$ cat config.mk
export PLATFORM = sky130hd
export DESIGN_NAME = execute_muldiv_unit
export DESIGN_NICKNAME = d
export VERILOG_FILES = /design/src/rtl/muldiv_pkg.sv /design/src/rtl/muldiv_step.sv /design/src/rtl/execute_muldiv_unit.sv
export SDC_FILE = /design/constraint.sdc
export NUM_CORES = 1
export LEC_CHECK = 0
export ABC_AREA = 1
export CELL_PAD_IN_SITES_DETAIL_PLACEMENT = 0
export CELL_PAD_IN_SITES_GLOBAL_PLACEMENT = 1
export CORE_UTILIZATION = 39
export CTS_CLUSTER_SIZE = 8
export DETAILED_ROUTE_END_ITERATION = 10
export PLACE_DENSITY = 0.88
export SLEW_MARGIN = 10
export SYNTH_ARGS = -nofsm -noshare
export SYNTH_HDL_FRONTEND = slang
export SYNTH_SLANG_ARGS = --single-unit
$ cat constraint.sdc
create_clock -name clk -period 4.7 [get_ports clk]
set_clock_uncertainty 0.1 [all_clocks]
set_input_delay 0.94 -clock clk [delete_from_list [all_inputs] [get_ports clk]]
set_output_delay 0.94 -clock clk [all_outputs]
set_load 0.02 [all_outputs]
$ cat src/rtl/muldiv_pkg.sv
// Shared types and funct3 encodings for the RV32M multiply/divide unit.
package muldiv_pkg;

  typedef enum logic [1:0] {
    IDLE = 2'd0,
    BUSY = 2'd1,
    DONE = 2'd2
  } muldiv_state_t;

  localparam logic [2:0] OP_MUL    = 3'b000;
  localparam logic [2:0] OP_MULH   = 3'b001;
  localparam logic [2:0] OP_MULHSU = 3'b010;
  localparam logic [2:0] OP_MULHU  = 3'b011;
  localparam logic [2:0] OP_DIV    = 3'b100;
  localparam logic [2:0] OP_DIVU   = 3'b101;
  localparam logic [2:0] OP_REM    = 3'b110;
  localparam logic [2:0] OP_REMU   = 3'b111;

endpackage

$ cat src/rtl/muldiv_step.sv
// One radix-2 iteration on the {hi, lo} accumulator: shift-add for multiply,
// trial-subtract-shift (restoring) for divide.
module muldiv_step #(
  parameter int unsigned WIDTH = 32
) (
  input  logic [2*WIDTH-1:0] acc,
  input  logic [WIDTH-1:0]   operand,
  input  logic               is_div,
  output logic [2*WIDTH-1:0] acc_next
);

  logic [WIDTH:0] sum;
  logic [WIDTH:0] rem_s;
  logic [WIDTH:0] trial;

  // Multiply: add multiplicand when lo[0] set, then shift right (carry enters hi).
  // Divide: shift left, subtract divisor, keep result and set quotient bit if no borrow.
  always_comb begin
    sum   = {1'b0, acc[2*WIDTH-1:WIDTH]} + (acc[0] ? {1'b0, operand} : {(WIDTH+1){1'b0}});
    rem_s = acc[2*WIDTH-1:WIDTH-1];
    trial = rem_s - {1'b0, operand};
    if (is_div) begin
      if (!trial[WIDTH]) begin
        acc_next = {trial[WIDTH-1:0], acc[WIDTH-2:0], 1'b1};
      end else begin
        acc_next = {rem_s[WIDTH-1:0], acc[WIDTH-2:0], 1'b0};
      end
    end else begin
      acc_next = {sum, acc[WIDTH-1:1]};
    end
  end

endmodule

$ cat src/rtl/execute_muldiv_unit.sv
// Execute-stage RV32M unit: stalls the pipeline while an iterative radix-2
// datapath produces the result, presented for one cycle in DONE.
module execute_muldiv_unit
  import muldiv_pkg::*;
#(
  parameter int unsigned WIDTH = 32
) (
  input  logic             clk,
  input  logic             rst,
  input  logic             MulDivE,
  input  logic [2:0]       MulDivOpE,
  input  logic [WIDTH-1:0] SrcAE,
  input  logic [WIDTH-1:0] SrcBE,
  input  logic             FlushE,
  output logic             StallMD,
  output logic [WIDTH-1:0] MulDivResultE,
  output logic             MulDivDoneE
);

  localparam int unsigned CNTW = (WIDTH > 1) ? $clog2(WIDTH) : 1;

  muldiv_state_t      state_q, state_d;
  logic [CNTW-1:0]    cnt_q, cnt_d;
  logic [2*WIDTH-1:0] acc_q, acc_d, step_acc;
  logic [WIDTH-1:0]   result_q, result_d;
  logic [WIDTH-1:0]   b_q;
  logic [2:0]         op_q;
  logic               negq_q, negr_q;

  logic               start, a_signed, b_signed, a_neg, b_neg;
  logic               div_zero, div_ovf;
  logic [WIDTH-1:0]   a_mag, b_mag, special_res, fix_res;
  logic [2*WIDTH-1:0] prod_fix;

  // Acceptance decode: operand magnitudes, sign flags and special-case results.
  always_comb begin
    start    = (state_q == IDLE) & MulDivE & ~FlushE;
    a_signed = (MulDivOpE == OP_MULH) | (MulDivOpE == OP_MULHSU) |
               (MulDivOpE == OP_DIV)  | (MulDivOpE == OP_REM);
    b_signed = (MulDivOpE == OP_MULH) | (MulDivOpE == OP_DIV) | (MulDivOpE == OP_REM);
    a_neg    = a_signed & SrcAE[WIDTH-1];
    b_neg    = b_signed & SrcBE[WIDTH-1];
    a_mag    = a_neg ? -SrcAE : SrcAE;
    b_mag    = b_neg ? -SrcBE : SrcBE;
    div_zero = MulDivOpE[2] & (SrcBE == '0);
    div_ovf  = ((MulDivOpE == OP_DIV) | (MulDivOpE == OP_REM)) &
               (SrcAE == {1'b1, {(WIDTH-1){1'b0}}}) & (SrcBE == '1);
    // funct3[1] separates REM/REMU from DIV/DIVU.
    if (div_zero) begin
      special_res = MulDivOpE[1] ? SrcAE : '1;
    end else begin
      special_res = MulDivOpE[1] ? '0 : SrcAE;
    end
  end

  muldiv_step #(
    .WIDTH(WIDTH)
  ) u_step (
    .acc     (acc_q),
    .operand (b_q),
    .is_div  (op_q[2]),
    .acc_next(step_acc)
  );

  // Sign fix-up of the final iteration's accumulator into the architectural result.
  always_comb begin
    prod_fix = negq_q ? -step_acc : step_acc;
    case (op_q)
      OP_MUL:                       fix_res = prod_fix[WIDTH-1:0];
      OP_MULH, OP_MULHSU, OP_MULHU: fix_res = prod_fix[2*WIDTH-1:WIDTH];
      OP_DIV, OP_DIVU:              fix_res = negq_q ? -step_acc[WIDTH-1:0] : step_acc[WIDTH-1:0];
      default:                      fix_res = negr_q ? -step_acc[2*WIDTH-1:WIDTH]
                                                     : step_acc[2*WIDTH-1:WIDTH];
    endcase
  end

  // Next-state, counter, accumulator and result-load logic; flush overrides all.
  always_comb begin
    state_d  = state_q;
    cnt_d    = cnt_q;
    acc_d    = acc_q;
    result_d = result_q;
    case (state_q)
      IDLE: begin
        if (start) begin
          acc_d = {{WIDTH{1'b0}}, a_mag};
          cnt_d = '0;
          if (div_zero | div_ovf) begin
            state_d  = DONE;
            result_d = special_res;
          end else begin
            state_d = BUSY;
          end
        end
      end
      BUSY: begin
        acc_d = step_acc;
        if (cnt_q == CNTW'(WIDTH - 1)) begin
          state_d  = DONE;
          cnt_d    = '0;
          result_d = fix_res;
        end else begin
          cnt_d = cnt_q + CNTW'(1);
        end
      end
      DONE:    state_d = IDLE;
      default: state_d = IDLE;
    endcase
    if (FlushE) begin
      state_d  = IDLE;
      cnt_d    = '0;
      result_d = result_q;
    end
  end

  // FSM, iteration counter, accumulator and result register.
  always_ff @(posedge clk or posedge rst) begin
    if (rst) begin
      state_q  <= IDLE;
      cnt_q    <= '0;
      acc_q    <= '0;
      result_q <= '0;
    end else begin
      state_q  <= state_d;
      cnt_q    <= cnt_d;
      acc_q    <= acc_d;
      result_q <= result_d;
    end
  end

  // Operand/op latches: forwarded sources move during the stall, so capture once.
  always_ff @(posedge clk or posedge rst) begin
    if (rst) begin
      op_q   <= '0;
      b_q    <= '0;
      negq_q <= 1'b0;
      negr_q <= 1'b0;
    end else if (start) begin
      op_q   <= MulDivOpE;
      b_q    <= b_mag;
      negq_q <= a_neg ^ b_neg;
      negr_q <= a_neg;
    end
  end

  assign MulDivResultE = result_q;
  assign MulDivDoneE   = (state_q == DONE);
  assign StallMD       = ~rst & (((state_q == IDLE) & MulDivE & ~FlushE) | (state_q == BUSY));

endmodule

==> flow_summary.json, run 1 <==
{
  "status": "complete, no violations",
  "syn-instance-count": 3057,
  "port_buffers": 104,
  "crit_fanout": 4,
  "grt_use_total_pct": 36.8,
  "reg2reg_slack_ps": 190,
  "crit_top_cell": "nand2_2",
  "antenna_found_initial": 4,
  "placed_area_um2": 20000,
  "worst_pin_slew_ps": 1080,
  "yosysUniqueCellTypes": 53,
  "synth-edff-count": 0,
  "clk_latency_ps": 510,
  "slew_headroom_pct": 28.3,
  "finalHoldViolCount": 0,
  "final_layout_size_suffix_gt1_share_pct": 10.1,
  "endpoint_kind": "flop",
  "numClockSinks": 140,
  "period_needed_ps": 4510,
  "rr_startpoint": "acc_q[35]",
  "timing.rr.end": "MulDivResultE[28]",
  "yosys.area.top_type": "nand2_1",
  "reg2regPathDepth": 29,
  "crit_path_max_incr_delay_ps": 440,
  "synthArstFlopShare_pct": 100,
  "grt_pass1_wl_um": 123000,
  "critPathSlowestCell": "dfrtp_1",
  "ys_seq_area_share_pct": 20.1,
  "fillers": 4811,
  "placementRows": 77,
  "post-route-util_pct": 47.2,
  "critPathKind": "flop to flop",
  "netlist_area_um2": 17400,
  "hold_depth": 2,
  "dp_hpwl_um": 67400,
  "max_freq_ghz": 0.221,
  "gp_congestion": 1.03,
  "fin_nets": 3384,
  "grt_pass1_vias": 19600,
  "drc_errors": 0,
  "fp.dieH_um": 213,
  "via_count": 21500,
  "core_area_um2": 44100,
  "die_x_um": 213,
  "ys_seq_elements": 140,
  "worstHoldStart": "MulDivResultE[24]",
  "maxSlewViolCount": 0,
  "setup_viol": 0,
  "synthTopCellsByArea": "nand2_1 (22%), dfrtp_1 (20%), inv_1 (9.2%)",
  "drt_iter0_markers": 2631,
  "clock_path_buffers": 2,
  "hold_class": "flop to flop",
  "ant_nets": 0,
  "area_growth_pct": 19.4,
  "io_pins": 105,
  "clk_pin_slew_ps": 70,
  "timing.final.crit_share_pct": 96.1,
  "n_antenna_cell": 0,
  "yosysMostFrequentCell": "nand2_1",
  "fin_area_um2": 20800,
  "wl_um": 83100,
  "wl_per_cell_um": 21.6,
  "htreeDepth": 4,
  "arrival_ps": 4840,
  "synth_top_area_share_pct": 21.7,
  "ys_top_cells_by_count": "nand2_1 (1007), inv_1 (426), nor2_1 (293)",
  "min_to": "MulDivResultE[24]",
  "required_ps": 5030,
  "startpoint_type": "flop",
  "synth_flop_cell": "dfrtp_1",
  "die_area_um2": 45500,
  "synth_area_per_cell_um2": 5.70,
  "numCtsBuffers": 17,
  "maxCapViolations": 0,
  "overflow": 0,
  "ys.warnings.count": 0,
  "cts_tree": "yes",
  "cts_root_buf": "clkbuf_16",
  "drt_pass1_iterations": 8,
  "drt-vias-per-instance": 5.58,
  "grt_max_degree": 128,
  "syn-num-nets": 3201,
  "ctsHoldBuffers": 0,
  "start_util_pct": 39.5
}
[flip-flops by register name, indices dropped and copies added, names as in the netlist]
signal and count:
MulDivResultE 32, acc_q 64, b_q 32, cnt_q 5, negq_q 1, negr_q 1
op_q 3, state_q 2
[critical path, delay by kind of cell, from the launching register on]
family | cells | cell delay [ps]
flops | 1 | 440
simple gates | 21 | 2420
xor+xnor | 1 | 70
compound gates | 2 | 560
fa+ha+maj | 2 | 550
buf+inv | 3 | 310
[worst max path at each step]
stage	start	end	slack (ps)	cells past startpoint
floorplan	acc_q[31]	MulDivResultE[24]	680	33
global placement	SrcBE[2]	b_q[29]	150	18
detailed placement	SrcBE[2]	b_q[29]	60	18
CTS	acc_q[31]	MulDivResultE[30]	130	31
global route	acc_q[35]	MulDivResultE[28]	-30	29
finish	acc_q[35]	MulDivResultE[28]	190	29
[timing repair]
action / in CTS / in global routing
endpoints found under the setup margin: 0 / 16
buffers inserted: 0 / 5
gates resized for setup: 0 / 37
[cell families after synthesis]
group / count (synthesis) / synth area share [%]
flops: 140 / 20.1
buf+inv: 536 / 11.9
fa+ha+maj: 73 / 5.33
compound gates: 514 / 16.9
xor+xnor: 80 / 4.02
simple gates: 1714 / 41.8
[placed cells by master, fill, tap and decap left out, types with 7 or more instances in the layout]
cell type and n:
nand2_2 33, o21bai_1 10, clkbuf_16 17, nand3_1 227
a21oi_1 145, a31oi_1 40, o211ai_1 13, o22ai_1 13
xnor2_1 13, nor2_2 25, a21oi_2 8, dfrtp_1 137
nor3_1 37, nor2_1 288, o21ai_1 18, nand2_1 1004
nand3b_1 13, buf_4 155, clkdlybuf4s50_1 104, o221ai_1 29
o21ai_0 214, ha_4 7, xor2_1 67, nor4_1 11
or2_2 10, ha_1 60, inv_2 8, inv_1 422
nand2_4 7, nand4_1 33
[cell type report]
type	instances	area [um^2]	share of cell area, %
multi-input cells	2381	12000	57.9
clock inverters	13	139	0.667
flip-flops and latches	140	3510	16.9
inverters	437	1640	7.90
well taps	592	741	3.56
clock buffers	19	453	2.18
repair buffers	263	2280	11.0
[layer usage]
metal / vias up / GRT usage, % / wire, um
met4: 4 / 14.8 / 3330
met2: 1104 / 53.3 / 34500
li1: 10200 / - / -
met5: - / 0 / 23
met1: 10000 / 51.3 / 36000
met3: 157 / 9.94 / 9250
[stage by stage]
step	worst slack, ps	instances	hold WS [ps]	TNS (ps)
global route	-32.9	3845	414	-76.0
CTS	128	3840	400	0
floorplan	676	3057	354	0
global placement	147	3808	381	0
detailed placement	62.0	3808	383	0
finish	185	3845	399	0
Power of run 1 is not shown: default switching activity piles up to over one toggle a cycle in this logic, so the estimate is an artifact.
==> inputs of run 2 (changes only) <==
--- a/config.mk
+++ b/config.mk
@@ -8,6 +8,7 @@
 export ABC_AREA = 1
 export CELL_PAD_IN_SITES_DETAIL_PLACEMENT = 0
 export CELL_PAD_IN_SITES_GLOBAL_PLACEMENT = 1
+export CORE_MARGIN = 4
 export CORE_UTILIZATION = 39
 export CTS_CLUSTER_SIZE = 8
 export DETAILED_ROUTE_END_ITERATION = 10
==> run 2 against run 1 <==
Clock-buffer cell count shrank 1; maximum frequency shrank 0.85%; final cell count shrank 0.86%; die area grew 5.7%; non-clock buffer count shrank 33; wire length shrank 2.4%; sequential cell count is the same; critical path depth shrank 6; register-to-register slack lost 40 ps; first-iteration DRC count grew 0.91%; sequential share of layout area grew 0.11 points; utilization shrank 0.33 points.
==> flow_summary.json, run 2 (synthesized netlist as in run 1, its figures left out) <==
{
  "numClockSinks": 140,
  "mostFrequentLayoutCells": "nand2_1 (998), inv_1 (419), nor2_1 (287), nand3_1 (225), o21ai_0 (216)",
  "final_layout_size_suffix_gt1_share_pct": 10.0,
  "reg2reg_slack_ps": 150,
  "clock_path_buffers": 2,
  "grt_pass1_vias": 19400,
  "slew_headroom_pct": 36.1,
  "clk_latency_ps": 500,
  "endpoint_kind": "flop",
  "die_area_um2": 48100,
  "period_needed_ps": 4550,
  "cts_root_buf": "clkbuf_16",
  "area_growth_pct": 18.9,
  "crit_path_max_incr_delay_ps": 510,
  "critPathBufInv": 4,
  "wl_per_cell_um": 21.3,
  "wl_um": 81100,
  "crit_top_cell": "nand2_1",
  "required_ps": 5010,
  "port_buffers": 104,
  "timing.hold.ws_ps": 394,
  "antenna_found_initial": 1,
  "grt_pass1_wl_um": 121000,
  "fin_nets": 3351,
  "n_antenna_cell": 0,
  "drt_iter0_markers": 2655,
  "final_common_cell": "nand2_1",
  "worst_pin_slew_ps": 953,
  "dp_hpwl_um": 66200,
  "largest_register_ffs": 64,
  "ctsHoldBuffers": 0,
  "startpoint_type": "flop",
  "via_count": 21200,
  "maxSlewViolCount": 0,
  "timing.final.crit_share_pct": 96.9,
  "overflow": 0,
  "dp.cells": 3772,
  "setup_viol": 0,
  "clk_pin_slew_ps": 70,
  "finalHoldViolCount": 0,
  "critPathSlowestCell": "dfrtp_2",
  "htreeDepth": 4,
  "fillers": 4716,
  "critPathKind": "flop to flop",
  "drt-vias-per-instance": 5.56,
  "grt_use_total_pct": 33.4,
  "io_pins": 105,
  "die_x_um": 219,
  "largest_register": "acc_q",
  "gp_congestion": 1.01,
  "hold_class": "flop to flop",
  "max_freq_ghz": 0.220,
  "post-place-ws_ps": 125,
  "start_util_pct": 39.4,
  "worstPathCellList": "buf_4, nand2_1, inv_1, ha_1, a21oi_1, o21ai_0, a21oi_1, nand2_1, nand2_1, inv_1, o21ai_0, nand2_1, nor2_1, nand2_1, nor2_1, nand2_1, nand2_1, nand3_1, nand3_1, nand2_1, inv_1, nand2_1, a21oi_1",
  "core_area_um2": 44200,
  "placementRows": 77,
  "drt_pass1_iterations": 6,
  "drc_errors": 0,
  "cts_tree": "yes",
  "arrival_ps": 4870,
  "grt_max_degree": 68,
  "maxCapViolations": 0,
  "fp.dieH_um": 219,
  "timing.final.ws_setup_ps": 146,
  "ant_nets": 0,
  "crit_fanout": 17,
  "status": "complete, no violations",
  "instances_no_fill": 3812,
  "path_delay_family": "simple AND/OR/NAND/NOR gates",
  "numCtsBuffers": 17
}
[run 2: changes by cell type in the layout (fill, tap and decap cells not counted), sizes merged]
cell	delta
clkinv	+1
bufinv	-1
clkinvlp	-1
clkbuf	-1
buf	-33
inv	+2
[run 2: through the flow]
step                      TNS, ps  cell area (um^2)  util (%)
after detailed placement        0             19700      44.6
final                           0             20700      46.8
after floorplan                 0             17400         -
after global routing        -36.6             20700      46.8
after CTS                       0             20300      45.9
after global placement          0             19700      44.6
[run 2: layout make-up]
class                           count  area, um^2  share of cell area [%]
Multi-Input combinational cell   2381       12200                    58.8
Sequential cell                   140        3520                    17.0
Tap cell                          592         741                    3.58
Inverter                          437        1640                    7.94
Clock buffer                       18         439                    2.12
Timing Repair Buffer              230        2050                    9.89
Clock inverter                     14         138                   0.664
[run 2: worst register-to-register path: stages (launching register included)]
cell and delay, ps:
dfrtp_2 510, buf_4 290, nand2_1 90, inv_1 90
ha_1 290, a21oi_1 410, o21ai_0 380, a21oi_1 210
nand2_1 190, nand2_1 130, inv_1 40, o21ai_0 150
nand2_1 100, nor2_1 270, nand2_1 130, nor2_1 370
nand2_1 130, nand2_1 110, nand3_1 70, nand3_1 90
nand2_1 60, inv_1 70, nand2_1 80, a21oi_1 140
[run 2: final timing paths]
path	startpoint	to	cells after the start
worst min register to register	MulDivResultE[1]	MulDivResultE[1]	2
worst min-delay path	MulDivResultE[1]	MulDivResultE[1]	2
max in group asynchronous	rst	MulDivResultE[15]	3
worst max register to register	acc_q[0]	MulDivResultE[25]	23
worst max-delay path	acc_q[0]	MulDivResultE[25]	23
min in group asynchronous	rst	op_q[0]	2
[run 2: repair_timing]
item / 4_1_cts / 5_1_grt
resized for setup: 0 / 70
setup buffers: 0 / 8
setup endpoints to repair: 0 / 22
[run 2: routing by layer]
metal / vias to the layer above / GRT usage (%) / wire length, um
li1: 10100 / - / -
met3: 159 / 6.99 / 7710
met1: 9855 / 49.2 / 37300
met5: - / 0 / 0
met4: 0 / 11.7 / 3080
met2: 1036 / 47.9 / 33000
Power of run 2 is left out for the same reason.
==> inputs of run 3 (changes only) <==
--- a/config.mk
+++ b/config.mk
@@ -5,15 +5,14 @@
 export SDC_FILE = /design/constraint.sdc
 export NUM_CORES = 1
 export LEC_CHECK = 0
-export ABC_AREA = 1
 export CELL_PAD_IN_SITES_DETAIL_PLACEMENT = 0
 export CELL_PAD_IN_SITES_GLOBAL_PLACEMENT = 1
 export CORE_MARGIN = 4
-export CORE_UTILIZATION = 39
+export CORE_UTILIZATION = 41
 export CTS_CLUSTER_SIZE = 8
 export DETAILED_ROUTE_END_ITERATION = 10
-export PLACE_DENSITY = 0.88
-export SLEW_MARGIN = 10
+export PLACE_DENSITY_LB_ADDON = 0.1
+export SLEW_MARGIN = 20
 export SYNTH_ARGS = -nofsm -noshare
 export SYNTH_HDL_FRONTEND = slang
 export SYNTH_SLANG_ARGS = --single-unit
==> run 3 against run 2 <==
The flow now finishes with violations (setup timing); worst hold slack got worse by 11 ps; register-to-register slack got worse by 290 ps; utilization increased by 11 points.
==> flow_summary.json, run 3 <==
{
  "ys.warnings.count": 0,
  "die_x_um": 200,
  "arrival_ps": 5130,
  "fin_nets": 2601,
  "syn-instance-count": 2034,
  "fp.dieH_um": 200,
  "status": "finished, violations left",
  "ant_nets": 0,
  "cts_tree": "yes",
  "yosysMostFrequentCell": "nand2_1",
  "ys_seq_elements": 140,
  "htreeDepth": 4,
  "ctsHoldBuffers": 0,
  "core_area_um2": 36500,
  "clock_path_buffers": 2,
  "synth_top_area_share_pct": 23.1,
  "grt_pass1_wl_um": 107000,
  "grt_use_total_pct": 34.4,
  "timing.hold.ws_ps": 382,
  "numCtsBuffers": 17,
  "synth_xor_area_share_pct": 10.7,
  "placementRows": 70,
  "final_layout_size_suffix_gt1_share_pct": 24.5,
  "critPathKind": "flop to flop",
  "worst_pin_slew_ps": 1100,
  "ir_drop_uv": 410,
  "synthSimpleGateAreaFrac_pct": 23.7,
  "io_pins": 105,
  "start_util_pct": 41.5,
  "synth-edff-count": 0,
  "slew_headroom_pct": 26.9,
  "clk_pin_slew_ps": 80,
  "maxSlewViolCount": 0,
  "cts_root_buf": "clkbuf_16",
  "largest_register_ffs": 64,
  "grt_max_degree": 78,
  "overflow": 0,
  "wl_um": 71600,
  "final_common_cell": "buf_4",
  "leakagePower_nw": 9.08,
  "drc_errors": 0,
  "violations": "setup timing",
  "p_int_w": 0.00672,
  "synth_area_per_cell_um2": 7.46,
  "rsz0062_at_grt": "yes",
  "ys_seq_area_share_pct": 23.1,
  "maxCapViolations": 0,
  "synthMuxAreaShare_pct": 3.36,
  "synthAdderAreaFrac_pct": 7.64,
  "clk_latency_ps": 470,
  "mostFrequentLayoutCells": "buf_4 (391), nand2_1 (270), o21ai_0 (172), dfrtp_1 (137), a21oi_1 (136)",
  "p_per_area_nw_per_um2": 647,
  "synth_flop_cell": "dfrtp_1",
  "pwr-share-seq_pct": 14.2,
  "yosys.area.top_type": "dfrtp_1",
  "die_area_um2": 40200,
  "port_buffers": 104,
  "syn-num-nets": 2178,
  "power.switching_w": 0.00688,
  "endpoint_kind": "flop",
  "drt-vias-per-instance": 6.09,
  "largest_register": "acc_q",
  "clockPowerShare_pct": 10.2,
  "via_count": 17900,
  "hold_class": "flop to flop",
  "netlist_area_um2": 15200,
  "timing.final.crit_share_pct": 103,
  "crit_fanout": 7,
  "area_growth_pct": 38.6,
  "synth-compound-area-share_pct": 26.7,
  "grt_pass1_vias": 17100,
  "timing.final.ws_setup_ps": -143,
  "ys_top_cells_by_count": "nand2_1 (274), o21ai_0 (200), dfrtp_1 (140)",
  "synthArstFlopShare_pct": 100,
  "required_ps": 4990,
  "numClockSinks": 140,
  "synthTopCellsByArea": "dfrtp_1 (23%), nand2_1 (6.8%), o21ai_0 (6.6%)",
  "power_switching_share_pct": 50.6,
  "gp_congestion": 0.954,
  "max_freq_ghz": 0.206,
  "antenna_found_initial": 3,
  "reg2reg_slack_ps": -140,
  "wl_per_cell_um": 24.4,
  "dp.cells": 2861,
  "dp_hpwl_um": 56700,
  "period_needed_ps": 4840,
  "power_frac_comb_pct": 75.6,
  "drt_pass1_iterations": 7,
  "synth_top_family_by_area": "compound AO/OA/AOI/OAI gates",
  "instances_no_fill": 2939,
  "finalHoldViolCount": 0,
  "setup_viol": 13,
  "yosysUniqueCellTypes": 95,
  "drt_iter0_markers": 1729,
  "startpoint_type": "flop"
}
run 3: cell count changes after synthesis, sizes merged, moves of 44 or more:
cell,previous run,this run
nand3,235,64
nor2,319,140
xnor2,13,108
inv,431,68
nand2,1046,274
and2,3,47
run 3: final timing paths:
path / to / from / cells past startpoint
min in group asynchronous: op_q[2] / rst / 2
max in group asynchronous: negq_q / rst / 3
worst max-delay path: MulDivResultE[31] / acc_q[48] / 20
worst min register to register: MulDivResultE[7] / MulDivResultE[7] / 2
worst max register to register: MulDivResultE[31] / acc_q[48] / 20
worst min-delay path: MulDivResultE[7] / MulDivResultE[7] / 2
run 3: power by group through the flow:
stage	clock, W	sequential [W]	combinational (W)
2_1_floorplan	0	0.00192	0.00488
3_3_place_gp	0	0.00192	0.00915
3_5_place_dp	0	0.00193	0.00917
4_1_cts	0.00139	0.00192	0.00965
5_1_grt	0.00143	0.00196	0.0109
6_report	0.00138	0.00193	0.0103
run 3: metrics by stage:
step	setup slack [ps]	total power (W)	util, %	instance area (um^2)	TNS, ps
detailed placement	-307	0.0111	53.0	19400	-3210
global placement	-231	0.0111	53.0	19400	-1590
CTS	-201	0.0130	56.3	20600	-1810
global route	-362	0.0143	57.6	21000	-5170
floorplan	-85.3	0.00680	-	15300	-85.3
finish	-143	0.0136	57.6	21000	-1190
run 3: cell families (layout without fill, tap and decap cells):
group	count (synthesis)	count (layout)
AND/OR/NAND/NOR	744	744
AO/OA/AOI/OAI	631	631
buffers and inverters	187	623
XOR/XNOR	186	186
flip-flops	140	140
adder cells (fa/ha/maj)	96	96
multiplexers	50	50
other	0	1
run 3: worst max-delay path, stage by stage, from the launching register on:
cell      delay (ps)
dfrtp_1          470
ha_1             360
a21oi_1          120
o211a_1          240
o21ai_1          380
a21boi_1         150
buf_4            170
buf_4            140
a21oi_4          250
nor2_4            90
buf_8            150
buf_6            110
mux2_4           310
a211oi_4         220
nand4_1          170
buf_6            180
or4b_4           550
o21ai_2          140
xor2_1           190
a21oi_1           90
o211ai_1         170
run 3: repair_timing:
item | CTS | global route
resized for setup | 83 | 90
endpoints found under the setup margin | 23 | 29
gates cloned | 1 | 1
pin swaps | 62 | 80
setup buffers | 42 | 14
run 3: area by class of cell:
type,instances,area [um^2]
well taps,468,586
inverters,68,259
diodes,1,2.50
clock buffers,17,425
flip-flops and latches,140,3510
multi-input cells,1707,11800
clock inverters,15,128
repair buffers,523,4360
fillers,3517,15500
run 3: routing by layer:
metal / vias to the layer above / share of wire (%) / GRT usage, %
met5: - / 0.011 / 0
met1: 8738 / 46 / 51.4
met3: 111 / 8.7 / 6.75
met2: 769 / 43 / 51.2
li1: 8286 / - / -
met4: 2 / 2.4 / 8.53
(Power assumes the default switching activity.)
